File: config.mk
export PLATFORM = sky130hd
export DESIGN_NAME = text_fetch_ctrl
export DESIGN_NICKNAME = d
export VERILOG_FILES = /design/src/rtl/text_fetch_ctrl.sv
export SDC_FILE = /design/constraint.sdc
export NUM_CORES = 1
export LEC_CHECK = 0
export CAP_MARGIN = 40
export CORE_MARGIN = 2
export CORE_UTILIZATION = 30
export DETAILED_ROUTE_END_ITERATION = 16
export PLACE_DENSITY = 0.67
export RECOVER_POWER = 100
export SYNTH_ARGS = -nofsm -noshare
export SYNTH_HDL_FRONTEND = slang
export SYNTH_SLANG_ARGS = --single-unit
export TNS_END_PERCENT = 10
File: constraint.sdc
create_clock -name clk -period 3.1 [get_ports clk]
set_input_delay 0.62 -clock clk [delete_from_list [all_inputs] [get_ports clk]]
set_output_delay 0.62 -clock clk [all_outputs]
set_load 0.01 [all_outputs]
File: src/rtl/text_fetch_ctrl.sv
// Text-mode fetch controller: shares a single-port text buffer between the video
// character fetch and a host write port, and aligns pixel/sync outputs.
module text_fetch_ctrl #(
   parameter int COLS = 80,
   parameter int ROWS = 30
) (
   input  logic        clk,
   input  logic        rst_n,
   input  logic [9:0]  hcount,
   input  logic [9:0]  vcount,
   input  logic        active,
   input  logic        hsync_in,
   input  logic        vsync_in,
   input  logic        host_req,
   input  logic [11:0] host_addr,
   input  logic [7:0]  host_data,
   output logic        host_ack,
   output logic [11:0] tb_addr,
   output logic        tb_we,
   output logic [7:0]  tb_wdata,
   input  logic [7:0]  tb_rdata,
   output logic [7:0]  chr_val,
   output logic [3:0]  row,
   output logic [2:0]  col,
   input  logic        pixel_in,
   output logic        pixel_out,
   output logic        hsync_out,
   output logic        vsync_out
);

   localparam logic [11:0] COLS_W = 12'(COLS);
   localparam logic [31:0] CELLS  = 32'(COLS * ROWS);

   typedef enum logic {
      IDLE = 1'b0,
      ACK  = 1'b1
   } host_state_e;

   host_state_e     state_q, state_d;
   logic            video_slot, wr_cycle, wr_en;
   logic [11:0]     vid_addr;
   logic [11:0]     last_addr_q, last_addr_d;
   logic            vslot_q, vslot_d;
   logic [7:0]      chr_q, chr_d;
   logic [1:0][3:0] row_q, row_d;
   logic [1:0][2:0] col_q, col_d;
   logic [2:0]      act_q, act_d;
   logic [3:0]      hs_q, hs_d;
   logic [3:0]      vs_q, vs_d;
   logic            pix_q, pix_d;
   logic            unused_vcount;

   assign unused_vcount = vcount[9];
   assign video_slot    = active && (hcount[2:0] == 3'd0);
   assign vid_addr      = {7'd0, vcount[8:4]} * COLS_W + {5'd0, hcount[9:3]};

   // Host port is a four-phase handshake: the host raises host_req with address and
   // data stable, one write is issued in the first free slot, host_ack stays high
   // until host_req falls, and host_ack falls the cycle after that.
   always_ff @(posedge clk or negedge rst_n) begin
      if (!rst_n) begin
         state_q <= IDLE;
      end else begin
         state_q <= state_d;
      end
   end

   always_comb begin
      state_d = state_q;
      case (state_q)
         IDLE:    if (host_req && !video_slot) state_d = ACK;
         ACK:     if (!host_req) state_d = IDLE;
         default: state_d = IDLE;
      endcase
   end

   // Buffer port outputs are combinational so a video read lands in its own slot;
   // reset forces them idle even while the raster inputs keep running.
   always_comb begin
      wr_cycle = 1'b0;
      host_ack = 1'b0;
      case (state_q)
         IDLE:    wr_cycle = rst_n && host_req && !video_slot;
         ACK:     host_ack = 1'b1;
         default: wr_cycle = 1'b0;
      endcase
      wr_en    = wr_cycle && ({20'd0, host_addr} < CELLS);
      tb_we    = wr_en;
      tb_wdata = wr_en ? host_data : 8'h00;
      if (!rst_n) begin
         tb_addr = 12'd0;
      end else if (video_slot) begin
         tb_addr = vid_addr;
      end else if (wr_en) begin
         tb_addr = host_addr;
      end else begin
         tb_addr = last_addr_q;
      end
   end

   always_comb begin
      last_addr_d = video_slot ? vid_addr : last_addr_q;
      vslot_d     = video_slot;
      chr_d       = vslot_q ? tb_rdata : chr_q;
      row_d       = {row_q[0], vcount[3:0]};
      col_d       = {col_q[0], hcount[2:0]};
      act_d       = {act_q[1:0], active};
      hs_d        = {hs_q[2:0], hsync_in};
      vs_d        = {vs_q[2:0], vsync_in};
      pix_d       = pixel_in && act_q[2];
   end

   always_ff @(posedge clk or negedge rst_n) begin
      if (!rst_n) begin
         last_addr_q <= 12'd0;
         vslot_q     <= 1'b0;
         chr_q       <= 8'h20;
         row_q       <= '0;
         col_q       <= '0;
         act_q       <= '0;
         hs_q        <= '1;
         vs_q        <= '1;
         pix_q       <= 1'b0;
      end else begin
         last_addr_q <= last_addr_d;
         vslot_q     <= vslot_d;
         chr_q       <= chr_d;
         row_q       <= row_d;
         col_q       <= col_d;
         act_q       <= act_d;
         hs_q        <= hs_d;
         vs_q        <= vs_d;
         pix_q       <= pix_d;
      end
   end

   assign chr_val   = chr_q;
   assign row       = row_q[1];
   assign col       = col_q[1];
   assign pixel_out = pix_q;
   assign hsync_out = hs_q[3];
   assign vsync_out = vs_q[3];

endmodule

==> impl_results.md <==
* Cell area power density at around 450 mW/mm²
* Crit-path cells: buf_8, ha_4, ha_4, fa_2, o211ai_1, or3b_4, o31ai_4, and3_1, buf_2
* Final Wtd Congestion at 0.772
* Total gr overflow at 0
* Worst skew pair latency at 0.29 ns
* Flip-flop and latch area at roughly 0.0012 mm²
* Final worst path period share at 106%
* F_max at roughly 310 MHz
* Final #Nets at between 300 and 400
* Worst clock skew at a little under 0.008 ns
* Die width at 90.3 µm
* Drt wl/cell at approximately 14 µm
* CTS tree: yes
* Die Area at ~0.008 mm²
* Distinct cell type count after synthesis at 43
* Pin count of the biggest net entering global routing at 30
* Biggest area consumer among synthesized cells: dfrtp_1
* GR met2 Demand/Resource at 25.3%
* Seq cells post-synth at 48
* Synth area leaders: dfrtp_1, dfstp_2, ha_1, a21oi_1, mux2_2
* CTS buffer count at 5
* Initial core utilization at slightly above 30%
* Antenna cell count at 0
* Final ANT Viol Nets at 0
* H-tree Lvls at 2
* Gr usage total at around 15%
* Sequential-to-total area share from yosys stat at a little over half
* CP dominant cell by count: ha_4
* Yosys warnings at 0
* Final setup viols at 6
* CP bufs+invs at 2
* First-pass GRT wire length at between 9000 and 10000 µm
* Die height at 90.3 µm
* Crit-path slowest cell: fa_2
* Post-Syn Area at 0.00224 mm²
* Clk buf depth at 2
* CTS sink cnt at 48
* Final hold violations at 0
* Critical Path RT at 2.48 ns
* Share of cells above drive strength 1 at approximately a third
* Worst slew margin at between 6 and 7%
* CP Capture Type: output port
* Core Util, Final at about 50%
* DR vias/cell at around 4.6
* Critical Path AT at 2.66 ns
* Hpwl dp at 4590 µm
* Initial DRT Pass Iterations at 4
* CP Max Fanout at 2
* Vias at between 1500 and 2000
* RSZ-0062 raised after global routing: yes
* M1 GR Usage at 19.0%
* Final Max Tran Viols at 0
* Total design power at 1.68 mW
* Core area at about 0.0073 mm²
* Num rows at 31
* P&R area growth vs syn at 67.1%
* Leakage at 1.73 nW
* Synth top area share at between 40% and 50%
* Synthesized Nets at approximately 250
* DRC violations left at 0
* CP max stage delay at about 0.52 ns
* Min-Delay Path Class: reg2reg
* TNS Setup at -0.589 ns
* Syn Inst Count at approximately 190
* Final min period at ~3.3 ns
* Slew @ Worst Pin at between 1 and 1.5 ns
* Hold-fix buffers, CTS at 0
* M3 GR Usage at approximately 2.7%
* Mean Syn Cell Area at roughly 12 µm²
* Setup ws final at -0.178 ns
* Worst-path clk slew at 0.09 ns
* Failing checks: setup timing
* Port buffer count at slightly above 90
* GR peak layer: met2
* Io pins at 95
* Area of the multi-input gates at 0.00105 mm²
* Min Hold Slack at between 0.3 and 0.4 ns
* CP top delay family: adder cells
* Fill cell count at 657
* Clock Root Buffer: clkbuf_8
* Number of global-route vias before repair at between 2000 and 2500
* CP startpoint kind: primary input
* Max Cap Viol at 0
* Pre-CTS WS at -1.07 ns
* Crit Path Class: in2out
* Initial antenna violation count at 0
* Initial DRC Count at 63
* VDD IR max at ~0.19 mV
* Outcome: complete, but fails checks
* Total wire length at just under 6000 µm
[placed cells by master (no fill, tap or decap), types with 4 or more instances in the layout]
master	netlist	routed
clkbuf_8	0	5
inv_1	7	6
ha_4	0	4
buf_4	2	36
dfstp_2	9	9
dfrtp_1	39	39
nand2_1	20	20
and3_1	10	10
ha_1	9	4
nor3_1	4	4
buf_2	1	7
buf_6	1	4
mux2_2	8	8
dlygate4sd3_1	0	36
clkdlybuf4s50_1	0	28
a21oi_1	18	17
dlygate4sd2_1	0	10
clkdlybuf4s15_1	0	4
nor2_1	4	4
o21ai_1	5	5
[worst paths after layout]
path,cells past startpoint,startpoint,slack [ns],to
setup / recovery,9,vcount[7],-0.18,tb_addr[11]
hold / removal,0,hs_q[2]$_DFF_PN1_,0.35,hs_q[3]$_DFF_PN1_
setup reg to reg,1,vslot_q$_DFF_PN0_,2.06,chr_val[0]$_DFFE_PN0P_
hold reg to reg,0,hs_q[2]$_DFF_PN1_,0.35,hs_q[3]$_DFF_PN1_
max in group asynchronous,3,rst_n,1.05,last_addr_q[3]$_DFFE_PN0P_
min in group asynchronous,2,rst_n,0.45,last_addr_q[4]$_DFFE_PN0P_
[cell usage after synthesis, drive strengths merged]
master	n
nor3	6
a211oi	6
nor2b	1
mux2i	1
o21bai	1
or3b	1
o2111ai	1
a21oi	18
dfstp	9
nand2	20
o211ai	1
a21o	3
o21ai	8
xor2	3
xnor3	1
nor2	4
a221oi	3
fa	2
mux2	10
o31ai	1
ha	9
nand3	1
clkinv	1
and2	3
o21a	3
o311ai	1
xnor2	1
and3	10
clkbuf	4
or4b	1
inv	7
a211o	2
dfrtp	39
nand3b	1
buf	4
a2111oi	1
[report_power, final]
part / internal, mW / switching (mW) / total (mW)
registers: 0.712 / 0.0318 / 0.744
clock network: 0.243 / 0.208 / 0.451
logic: 0.273 / 0.210 / 0.483
total: 1.23 / 0.450 / 1.68
[cell type report]
class / instances / area share, %
sequential: 48 / 32.5
timing repair buffer: 134 / 32.0
multi-input combinational: 124 / 28.2
tap: 99 / 3.32
clock buffer: 5 / 1.84
clock inverter: 3 / 1.27
inverter: 8 / 0.938
[kinds of logic after synthesis]
kind of cell | count (synthesis) | share of synthesized area, %
adder cells (fa/ha/maj) | 11 | 6.83
AND/OR/NAND/NOR | 48 | 11.3
multiplexers | 11 | 6.38
AO/OA/AOI/OAI | 49 | 15.1
buffers and inverters | 16 | 3.64
flip-flops | 48 | 54.2
XOR/XNOR | 5 | 2.57
[routing by layer]
metal | vias up | wire, µm
met5 | - | 0
met4 | 0 | 116
met3 | 9 | 282
met2 | 60 | 3000
met1 | 913 | 2420
li1 | 934 | -
[stage by stage]
step	cell area, µm²	std cells
floorplan	2260	188
global placement	3540	409
detailed placement	3540	409
CTS	3710	420
global route	3740	421
finish	3740	421
[repair_timing]
action	CTS	global route
endpoints found under the setup margin	21	12
gates resized for setup	77	15
endpoints found under the hold margin	0	0
setup buffers	3	1
pin swaps	13	4
[registers in the layout, summed over array words and instances, names as in the netlist, 3 cells and up]
| signal | cells |
|---|---|
| hs_q | 4 |
| vs_q | 4 |
| act_q | 3 |
| col | 3 |
| row_d | 4 |
| row | 4 |
| chr_val | 8 |
| last_addr_q | 12 |
| col_d | 3 |
(Power assumes the default switching activity.)
